===== src/rtl/wfg_dds_multi.sv =====
// Multi-channel DDS waveform generator.
// Each channel has a phase accumulator and per-channel settings (tuning word,
// phase offset, waveform mode, square duty, amplitude shift). Settings are
// written into a shadow copy and become active when the channel's accumulator
// wraps, or on preset.
// A two-stage pipeline follows the accumulator:
//   S1 applies the phase offset and shapes the waveform.
//   S2 applies attenuation and re-centres the result.
// A per-channel sync pulse is aligned with the first sample of each new period.
module wfg_dds_multi #(
  parameter int unsigned N_CH  = 2,
  parameter int unsigned ACC_W = 16,
  parameter int unsigned OUT_W = 8,
  localparam int unsigned CH_W = (N_CH > 1) ? $clog2(N_CH) : 1
) (
  input  logic                   clk,
  input  logic                   rst,
  input  logic                   en,
  input  logic                   preset,
  input  logic                   ld,
  input  logic [CH_W-1:0]        ld_ch,
  input  logic [ACC_W-1:0]       tw,
  input  logic [ACC_W-1:0]       phase_off,
  input  logic [2:0]             mode,
  input  logic [OUT_W-1:0]       duty,
  input  logic [1:0]             amp_shift,
  output logic [N_CH*OUT_W-1:0]  wave,
  output logic                   wave_valid,
  output logic [N_CH-1:0]        sync
);

  typedef enum logic [2:0] {
    MODE_RAMP = 3'd0,
    MODE_INV  = 3'd1,
    MODE_TRI  = 3'd2,
    MODE_SQR  = 3'd3
  } wave_mode_e;

  // Offset that re-centres an attenuated sample:
  // (2^OUT_W - 2^(OUT_W-a)) / 2
  function automatic logic [OUT_W-1:0] centre(input logic [1:0] a);
    logic [OUT_W:0] full;
    logic [OUT_W:0] part;
    full         = '0;
    full[OUT_W]  = 1'b1;
    part         = full >> a;
    return OUT_W'((full - part) >> 1);
  endfunction

  // Pipeline occupancy. Shared by all channels because they advance in lockstep.
  logic v1_q;
  logic v2_q;

  // Track how many enabled cycles have passed since reset or preset.
  always_ff @(posedge clk or posedge rst) begin
    if (rst) begin
      v1_q <= 1'b0;
      v2_q <= 1'b0;
    end else if (preset) begin
      v1_q <= 1'b0;
      v2_q <= 1'b0;
    end else if (en) begin
      v1_q <= 1'b1;
      v2_q <= v1_q;
    end
  end

  assign wave_valid = v2_q;

  for (genvar g = 0; g < N_CH; g++) begin : g_ch
    // Shadow settings: written by ld.
    logic [ACC_W-1:0] sh_tw_q;
    logic [ACC_W-1:0] sh_off_q;
    logic [2:0]       sh_mode_q;
    logic [OUT_W-1:0] sh_duty_q;
    logic [1:0]       sh_amp_q;

    // Active settings: used by the accumulator and S1.
    logic [ACC_W-1:0] ac_tw_q;
    logic [ACC_W-1:0] ac_off_q;
    logic [2:0]       ac_mode_q;
    logic [OUT_W-1:0] ac_duty_q;
    logic [1:0]       ac_amp_q;

    // Accumulator state. wrap_q marks that the current acc value came from a wrap.
    logic [ACC_W-1:0] acc_q;
    logic             wrap_q;

    // S1 and S2 registers.
    logic [OUT_W-1:0] y_q;
    logic [1:0]       s1_amp_q;
    logic             s1_sync_q;
    logic [OUT_W-1:0] wave_q;
    logic             sync_q;

    // Combinational next-state and datapath values.
    logic             ld_hit;
    logic [ACC_W:0]   acc_d;
    logic [ACC_W-1:0] p_d;
    logic [OUT_W-1:0] x_d;
    logic [OUT_W-1:0] t_d;
    logic [OUT_W-1:0] y_d;
    logic [OUT_W-1:0] wave_d;

    // Bypass values: what the shadow holds after this edge, so a preset
    // commits an ld that arrives in the same cycle.
    logic [ACC_W-1:0] nx_tw;
    logic [ACC_W-1:0] nx_off;
    logic [2:0]       nx_mode;
    logic [OUT_W-1:0] nx_duty;
    logic [1:0]       nx_amp;

    assign ld_hit = ld && (ld_ch == CH_W'(g));

    // Accumulator add, phase offset, waveform shaping, attenuation, and shadow bypass.
    always_comb begin
      acc_d  = {1'b0, acc_q} + {1'b0, ac_tw_q};
      p_d    = acc_q + ac_off_q;
      x_d    = OUT_W'(p_d >> (ACC_W - OUT_W));
      t_d    = {x_d[OUT_W-2:0], 1'b0};
      y_d    = '0;

      case (ac_mode_q)
        MODE_RAMP: y_d = x_d;
        MODE_INV:  y_d = ~x_d;
        MODE_TRI:  y_d = x_d[OUT_W-1] ? ~t_d : t_d;
        MODE_SQR:  y_d = (x_d < ac_duty_q) ? '1 : '0;
        default:   y_d[OUT_W-1] = 1'b1;
      endcase

      wave_d  = (y_q >> s1_amp_q) + centre(s1_amp_q);

      nx_tw   = ld_hit ? tw        : sh_tw_q;
      nx_off  = ld_hit ? phase_off : sh_off_q;
      nx_mode = ld_hit ? mode      : sh_mode_q;
      nx_duty = ld_hit ? duty      : sh_duty_q;
      nx_amp  = ld_hit ? amp_shift : sh_amp_q;
    end

    // Shadow load, active commit, accumulator advance, and the two pipeline stages.
    always_ff @(posedge clk or posedge rst) begin
      if (rst) begin
        sh_tw_q   <= '0;
        sh_off_q  <= '0;
        sh_mode_q <= '0;
        sh_duty_q <= {1'b1, {(OUT_W-1){1'b0}}};
        sh_amp_q  <= '0;

        ac_tw_q   <= '0;
        ac_off_q  <= '0;
        ac_mode_q <= '0;
        ac_duty_q <= {1'b1, {(OUT_W-1){1'b0}}};
        ac_amp_q  <= '0;

        acc_q     <= '0;
        wrap_q    <= 1'b0;

        y_q       <= '0;
        s1_amp_q  <= '0;
        s1_sync_q <= 1'b0;
        wave_q    <= '0;
        sync_q    <= 1'b0;
      end else begin
        if (ld_hit) begin
          sh_tw_q   <= tw;
          sh_off_q  <= phase_off;
          sh_mode_q <= mode;
          sh_duty_q <= duty;
          sh_amp_q  <= amp_shift;
        end

        if (preset) begin
          ac_tw_q   <= nx_tw;
          ac_off_q  <= nx_off;
          ac_mode_q <= nx_mode;
          ac_duty_q <= nx_duty;
          ac_amp_q  <= nx_amp;

          acc_q     <= '0;
          wrap_q    <= 1'b0;
          s1_sync_q <= 1'b0;
          sync_q    <= 1'b0;
        end else if (en) begin
          acc_q  <= acc_d[ACC_W-1:0];
          wrap_q <= acc_d[ACC_W];

          // A wrap commits the shadow as it was before this edge, so the new
          // settings start with the first sample of the new period.
          if (acc_d[ACC_W]) begin
            ac_tw_q   <= sh_tw_q;
            ac_off_q  <= sh_off_q;
            ac_mode_q <= sh_mode_q;
            ac_duty_q <= sh_duty_q;
            ac_amp_q  <= sh_amp_q;
          end

          y_q       <= y_d;
          s1_amp_q  <= ac_amp_q;
          s1_sync_q <= wrap_q;
          wave_q    <= wave_d;
          sync_q    <= s1_sync_q & v1_q;
        end else begin
          sync_q <= 1'b0;
        end
      end
    end

    assign wave[g*OUT_W +: OUT_W] = wave_q;
    assign sync[g]                = sync_q;
  end

endmodule

===== config.mk =====
export PLATFORM = sky130hd
export DESIGN_NAME = wfg_dds_multi
export DESIGN_NICKNAME = d
export VERILOG_FILES = /design/src/rtl/wfg_dds_multi.sv
export SDC_FILE = /design/constraint.sdc
export NUM_CORES = 1
export LEC_CHECK = 0
export CORE_MARGIN = 2
export CORE_UTILIZATION = 33
export DETAILED_ROUTE_END_ITERATION = 7
export DONT_BUFFER_PORTS = 1
export PLACE_DENSITY = 0.5
export RECOVER_POWER = 25
export SYNTH_ARGS = -nofsm -noshare
export SYNTH_HDL_FRONTEND = slang
export SYNTH_SLANG_ARGS = --single-unit

===== constraint.sdc =====
create_clock -name clk -period 20.3 [get_ports clk]
set_clock_uncertainty 0.1 [all_clocks]
set_input_delay 1.015 -clock clk [delete_from_list [all_inputs] [get_ports clk]]
set_output_delay 1.015 -clock clk [all_outputs]
set_load 0.02 [all_outputs]

# Yosys cells after proc, flatten, opt, wreduce, memory -nomap -nowiden
# Index checks and enable logic that the tools add are counted.
dict set report totals {
  inputBits 51
  out_inout_bits 19
  word_cells 142
  reg_bits 256
}
dict set report classes {
  eq_ne 6
  reduce_logical 10
  n_shift 4
  magnitude_cmp 2
  n_addsub 8
  n_bitwise 8
  muxes 68
}
# operator n
set ops {}
lappend ops {{16-bit 2-to-1 mux} 20}
lappend ops {{8-bit 2-to-1 mux} 12}
lappend ops {{7-bit case mux with 4 select lines} 2}
lappend ops {{16-bit by 16-bit adder with 17-bit output} 2}
lappend ops {{16-bit adder} 2}
lappend ops {{8-bit NOT} 4}
lappend ops {{3-bit 2-to-1 mux} 8}
lappend ops {{9-bit by 2-bit right shift with 9-bit output, first input constant} 2}
lappend ops {{9-bit subtractor, first input constant} 2}
lappend ops {{8-bit adder} 2}
lappend ops {{8-bit < comparator} 2}
lappend ops {{1-bit 2-to-1 mux} 16}
lappend ops {{2-bit 2-to-1 mux} 8}
lappend ops {{8-bit by 2-bit right shift with 8-bit output} 2}
lappend ops {{3-bit by 2-bit equality test with 1-bit output, second input constant} 4}
lappend ops {{1-bit case mux with 4 select lines} 2}
lappend ops {{3-bit by 1-bit equality test with 1-bit output, second input constant} 2}
lappend ops {{3-bit zero test} 2}
lappend ops {{2-bit AND reduction} 3}
lappend ops {{2-bit nonzero test} 3}
lappend ops {{1-bit AND} 2}
lappend ops {{1-bit logical AND} 2}
lappend ops {{1-bit NOT} 2}

# Depth between registers and ports, before layout
dict set report logic_depth {
  ltp_word 4
  mapped_depth 17
  mapped_depth_nobuf 16
}

# Worst setup path after synthesis
# OpenSTA, ideal clock, no wires.
dict set report synth_path {
  path_type {register to register}
  startpoint {register g_ch[1].acc_q[5]}
  endpoint {register g_ch[1].y_q[7]}
  t_arrival_ps 3435
  path_stages_with_launch 17
  required_ps 20076
  synth_period_minus_slack_ps 3659
  setup_time_ps 124
  setup_slack_ps 16641
  n_path_buf 1
  path_cell_list {dfrtp_1 ha_1 a21oi_1 a21boi_0 o31ai_2 o211ai_1 a31oi_1 xnor2_1 buf_2 inv_1 ha_1 nand4_1 a21oi_1 o21ai_0 a31oi_1 a21oi_1 a211o_1}
}
dict set report synth_between {
  elab_chain_len 4
  elab_cells_between_ends 7
  cone_classes {add/sub (1); order compare (1); mux (3); bitwise (2)}
}
# element line_no
set synth_lines {}
lappend synth_lines {{start: declaration} 86} ;# logic [ACC_W-1:0] acc_q;
lappend synth_lines {{start signal: assignment} 184} ;# acc_q <= acc_d[ACC_W-1:0];
lappend synth_lines {{16-bit adder *} 118} ;# p_d = acc_q + ac_off_q;
lappend synth_lines {{8-bit < comparator / 8-bit NOT (equally long branches)} {127, 126}}
lappend synth_lines {{8-bit 2-to-1 mux (on tied branches)} {127, 126}}
lappend synth_lines {{1-bit case mux with 4 select lines *} 123} ;# case (ac_mode_q)
lappend synth_lines {{end signal: assignment} 197} ;# y_q <= y_d;
lappend synth_lines {{end: declaration} 90} ;# logic [OUT_W-1:0] y_q;
# Mark *: on every way between the ends. The rest lies on a longest branch, timed or not.
# A chain may end at the register's enable or synchronous reset.

==> metrics.log <==
INFO  metric crit_required = 20.81 ns
INFO  metric initial_core_utilization = 0.334
INFO  metric fraction_of_final_layout_cells_sized_beyond_drive_strength_1 = 0.130
INFO  metric rows = 75
INFO  metric netlist_instances = 1,312
INFO  metric stdcell_count = 1,842
INFO  metric synth_enable_flop_cells = 0
INFO  metric placement.io_buffers = 0
INFO  metric viasPerCell = 5.07
INFO  metric dp_hpwl = 23.6 mm
INFO  metric netlist_top_cells_area = sky130_fd_sc_hd__dfrtp_1 (45%), sky130_fd_sc_hd__mux2_2 (7.6%), sky130_fd_sc_hd__ha_1 (7.1%)
INFO  metric min_period_over_period = 0.277
INFO  metric timing.reg2reg.worst_path_depth = 15
INFO  metric ys_ff_latch = 256
INFO  metric cpMaxStageDelayCell = sky130_fd_sc_hd__clkinvlp_2
INFO  metric vias = 9,348
INFO  metric startpoint_kind_of_the_worst_setup_timing_path = primary input
INFO  metric core_area = 41,900 sq um
INFO  metric clkSinkCount = 256
INFO  metric grtUsageMet1 = 0.214
INFO  metric die-height = 210 microns
INFO  metric ys_seq_area_frac = 0.458
INFO  metric grt_pass1_vias = 9,404
INFO  metric power.ir.vdd_worst = 0.0000598 V
INFO  metric hold_end = g_ch[1].s1_amp_q[1]$_DFFE_PP0P_
INFO  metric setup_repair_after_global_routing_missed_its_margin = false
INFO  metric finalMaxSlewViolations = 131
INFO  metric ys_warn_count = 0
INFO  metric worst_setup_path_end_kind = async pin
INFO  metric syn-num-nets = 1,447
INFO  metric drt_first_iter_violations = 395
INFO  metric status = finished with violations
INFO  metric rr_endpoint = g_ch[1].y_q[7]$_DFFE_PP0P_
INFO  metric tritoncts.num_buffers = 29
INFO  metric synthTopCellsByCount = sky130_fd_sc_hd__dfrtp_1 (252), sky130_fd_sc_hd__nand2_1 (133), sky130_fd_sc_hd__mux2_2 (94)
INFO  metric setup-tns-final = 0 ns
INFO  metric root_buffer = sky130_fd_sc_hd__clkbuf_16
INFO  metric max_freq = 0.178 GHz
INFO  metric synthToLayoutAreaGrowth = 9.81%
INFO  metric crit_path_max_incr_delay = 3.17 ns
INFO  metric pin_count = 70
INFO  metric crit-reg2reg-launch = g_ch[1].acc_q[5]$_DFFE_PP0P_
INFO  metric timing.setup.critical_path_class = primary input to async pin
INFO  metric clock_tree_from_tritoncts = done
INFO  metric grt_pass1_wl = 54.6 mm
INFO  metric cp.depth = 3
INFO  metric power_per_cell_area = 138 nW/um^2
INFO  metric layout_filler_cell_count = 4,200
INFO  metric cts_resized = 0
INFO  metric pin_count_of_the_biggest_net_entering_global_routing = 174
INFO  metric endpoints_failing_hold = 0
INFO  metric setup_slack_of_the_most_critical_reg_to_reg_path = 15.93 ns
INFO  metric place.gp.congestion = 0.797
INFO  metric worst_setup_hold_path_clk_slew = 0.06 ns
INFO  metric grt_overflow_total = 0
INFO  metric antenna_violating_nets_post_route = 0
INFO  metric postCtsSetupBuffers = 0
INFO  metric crit_path_cell_trace = clkinvlp_2 > buf_4 > buf_4
INFO  metric grt-busiest-layer = met2
INFO  metric ctsHtreeMaxLevel = 1
INFO  metric grtUsageMet3 = 0.0343
INFO  metric critical_path.max_fanout = 130
INFO  metric routed_wire_length_per_instance = 18.5 microns
INFO  metric worst_pin_slew = 5.96 ns
INFO  metric worst-path-buf-inv = 3
INFO  metric asyncSetResetFlopFracSynth = 1.00
INFO  metric yosysTopAreaCellShare = 0.450
INFO  metric synth_largest_area_cell = sky130_fd_sc_hd__dfrtp_1
INFO  metric final_nets = 1,417
INFO  metric average_cell_area_after_synthesis = 10.7 sq um
INFO  metric cts_max_path_buffers = 3
INFO  metric min_delay_path_depth = 2
INFO  metric antenna_cells = 0
INFO  metric path_common_cell = sky130_fd_sc_hd__buf_4
INFO  metric grtUsageMet2 = 0.257
INFO  metric setup_viol = 0
INFO  metric remaining_drc_errors = 0
INFO  metric crit_arrival = 6.14 ns
INFO  metric postSynth.topFlopCell = sky130_fd_sc_hd__dfrtp_1
INFO  metric path_delay_family = buffers and inverters
INFO  metric dieWidth = 210 microns
INFO  metric dpl.cell_count = 1,790
INFO  metric synthMostInstantiatedCell = sky130_fd_sc_hd__dfrtp_1
INFO  metric violated_checks = capacitance limit, slew limit
INFO  metric cts_hold_buf = 0
INFO  metric static-leakage-power = 6.81 nW
INFO  metric maxCapViolations = 1
INFO  metric post-route-min-period = 5.63 ns
INFO  metric start_point_of_the_worst_min_delay_path = g_ch[1].ac_amp_q[1]$_DFFE_PP0P_
INFO  metric clk_latency = 0.56 ns
INFO  metric die_area = 44,100 sq um
INFO  metric class_of_the_tightest_hold_or_removal_check = flip-flop to flip-flop
INFO  metric max_slew_margin = -2.98
INFO  metric gr-usage-all-layers = 0.157
INFO  metric detailedRoute.firstPassIterationCount = 5
INFO  metric total_detailed_routing_wirelength = 34.1 mm
INFO  metric mappedNetlistArea = 14,000 sq um
INFO  metric cell_variety_after_synth = 68
INFO  metric antenna_found_initial = 0
## cells in the final DEF (no fill, tap or decap), drive strengths merged, types with 5 or more instances in the layout
cell type  instances
and2              50
and3               7
a211o              5
nor2b              5
nand3             11
o21ai             90
inv               41
mux2              94
o21bai             8
clkbuf            40
a221o             45
dfrtp            252
nor3              11
mux2i             80
clkinv             6
nor2              79
o21a               7
nand2b             6
xor2              21
a21oi             50
nand4              8
or3                8
nand2            133
bufinv             5
buf                9
a21o              19
o211ai             7
ha                80
o31ai              7
a211oi             9
a31oi             18
xnor2             49
## power breakdown
| group | internal (mW) | switching, mW | leakage (nW) |
|---|---|---|---|
| combinational | 0.377 | 0.431 | 3.22 |
| clock | 0.332 | 0.212 | 0.477 |
| sequential | 0.637 | 0.140 | 3.11 |
| total | 1.35 | 0.784 | 6.81 |
## state kept, by name (all words and copies together), names as in the netlist, 16 cells and up
signal,cells
g_ch.wave_q,16
g_ch.ac_tw_q,32
g_ch.ac_duty_q,16
g_ch.sh_off_q,32
g_ch.sh_tw_q,32
g_ch.acc_q,32
g_ch.sh_duty_q,16
g_ch.y_q,16
g_ch.ac_off_q,32
## logic make-up after synthesis
logic type               after synthesis  synth area share
AO/OA/AOI/OAI                        287             0.143
buffers and inverters                112            0.0371
multiplexers                         174             0.133
adder cells (fa/ha/maj)               84            0.0772
flip-flops                           256             0.458
XOR/XNOR                              70            0.0438
AND/OR/NAND/NOR                      329             0.109
## worst max path at each step
stage | to | start | slack [ns]
floorplan | g_ch[0].ac_amp_q[0]$_DFFE_PP0P_ | rst | 12.15
global placement | g_ch[1].y_q[7]$_DFFE_PP0P_ | g_ch[1].acc_q[5]$_DFFE_PP0P_ | 16.05
detailed placement | g_ch[1].y_q[7]$_DFFE_PP0P_ | g_ch[1].acc_q[5]$_DFFE_PP0P_ | 15.93
CTS | g_ch[1].y_q[7]$_DFFE_PP0P_ | g_ch[1].acc_q[5]$_DFFE_PP0P_ | 15.92
global route | g_ch[0].sync_q$_DFF_PP0_ | rst | 13.49
finish | g_ch[0].sync_q$_DFF_PP0_ | rst | 14.67
## routing by layer
layer / wire length, microns / vias to the layer above
met5: 0 / -
met3: 1560 / 38
met4: 739 / 0
li1: - / 4637
met2: 15600 / 123
met1: 16200 / 4550
## final cells by class
type,instances,area [sq um],share of cell area
flip-flops and latches,256,6410,0.417
well taps,539,674,0.0439
clock buffers,40,787,0.0512
multi-input cells,944,7090,0.461
repair buffers,9,67.6,0.00439
clock inverters,12,188,0.0122
inverters,42,159,0.0103
## metrics by stage
stage	util	instance area (sq um)	total power, mW	hold slack (ns)	setup slack, ns
after floorplan	-	14000	1.42	0.338	12.15
after global placement	0.344	14400	1.59	0.365	16.05
after detailed placement	0.344	14400	1.60	0.359	15.93
after CTS	0.367	15400	2.16	0.383	15.92
after global routing	0.367	15400	2.30	0.411	13.49
final	0.367	15400	2.13	0.379	14.67
## worst register-to-register path: cells and delay by family, from the launching register on
kind,cells,cell delay (ns)
adder cells (fa/ha/maj),2,0.68
buffers and inverters,1,0.11
AO/OA/AOI/OAI,10,2.01
AND/OR/NAND/NOR,1,0.12
flip-flops,1,0.40
XOR/XNOR,1,0.86
Power figures use the tool's default switching activity.
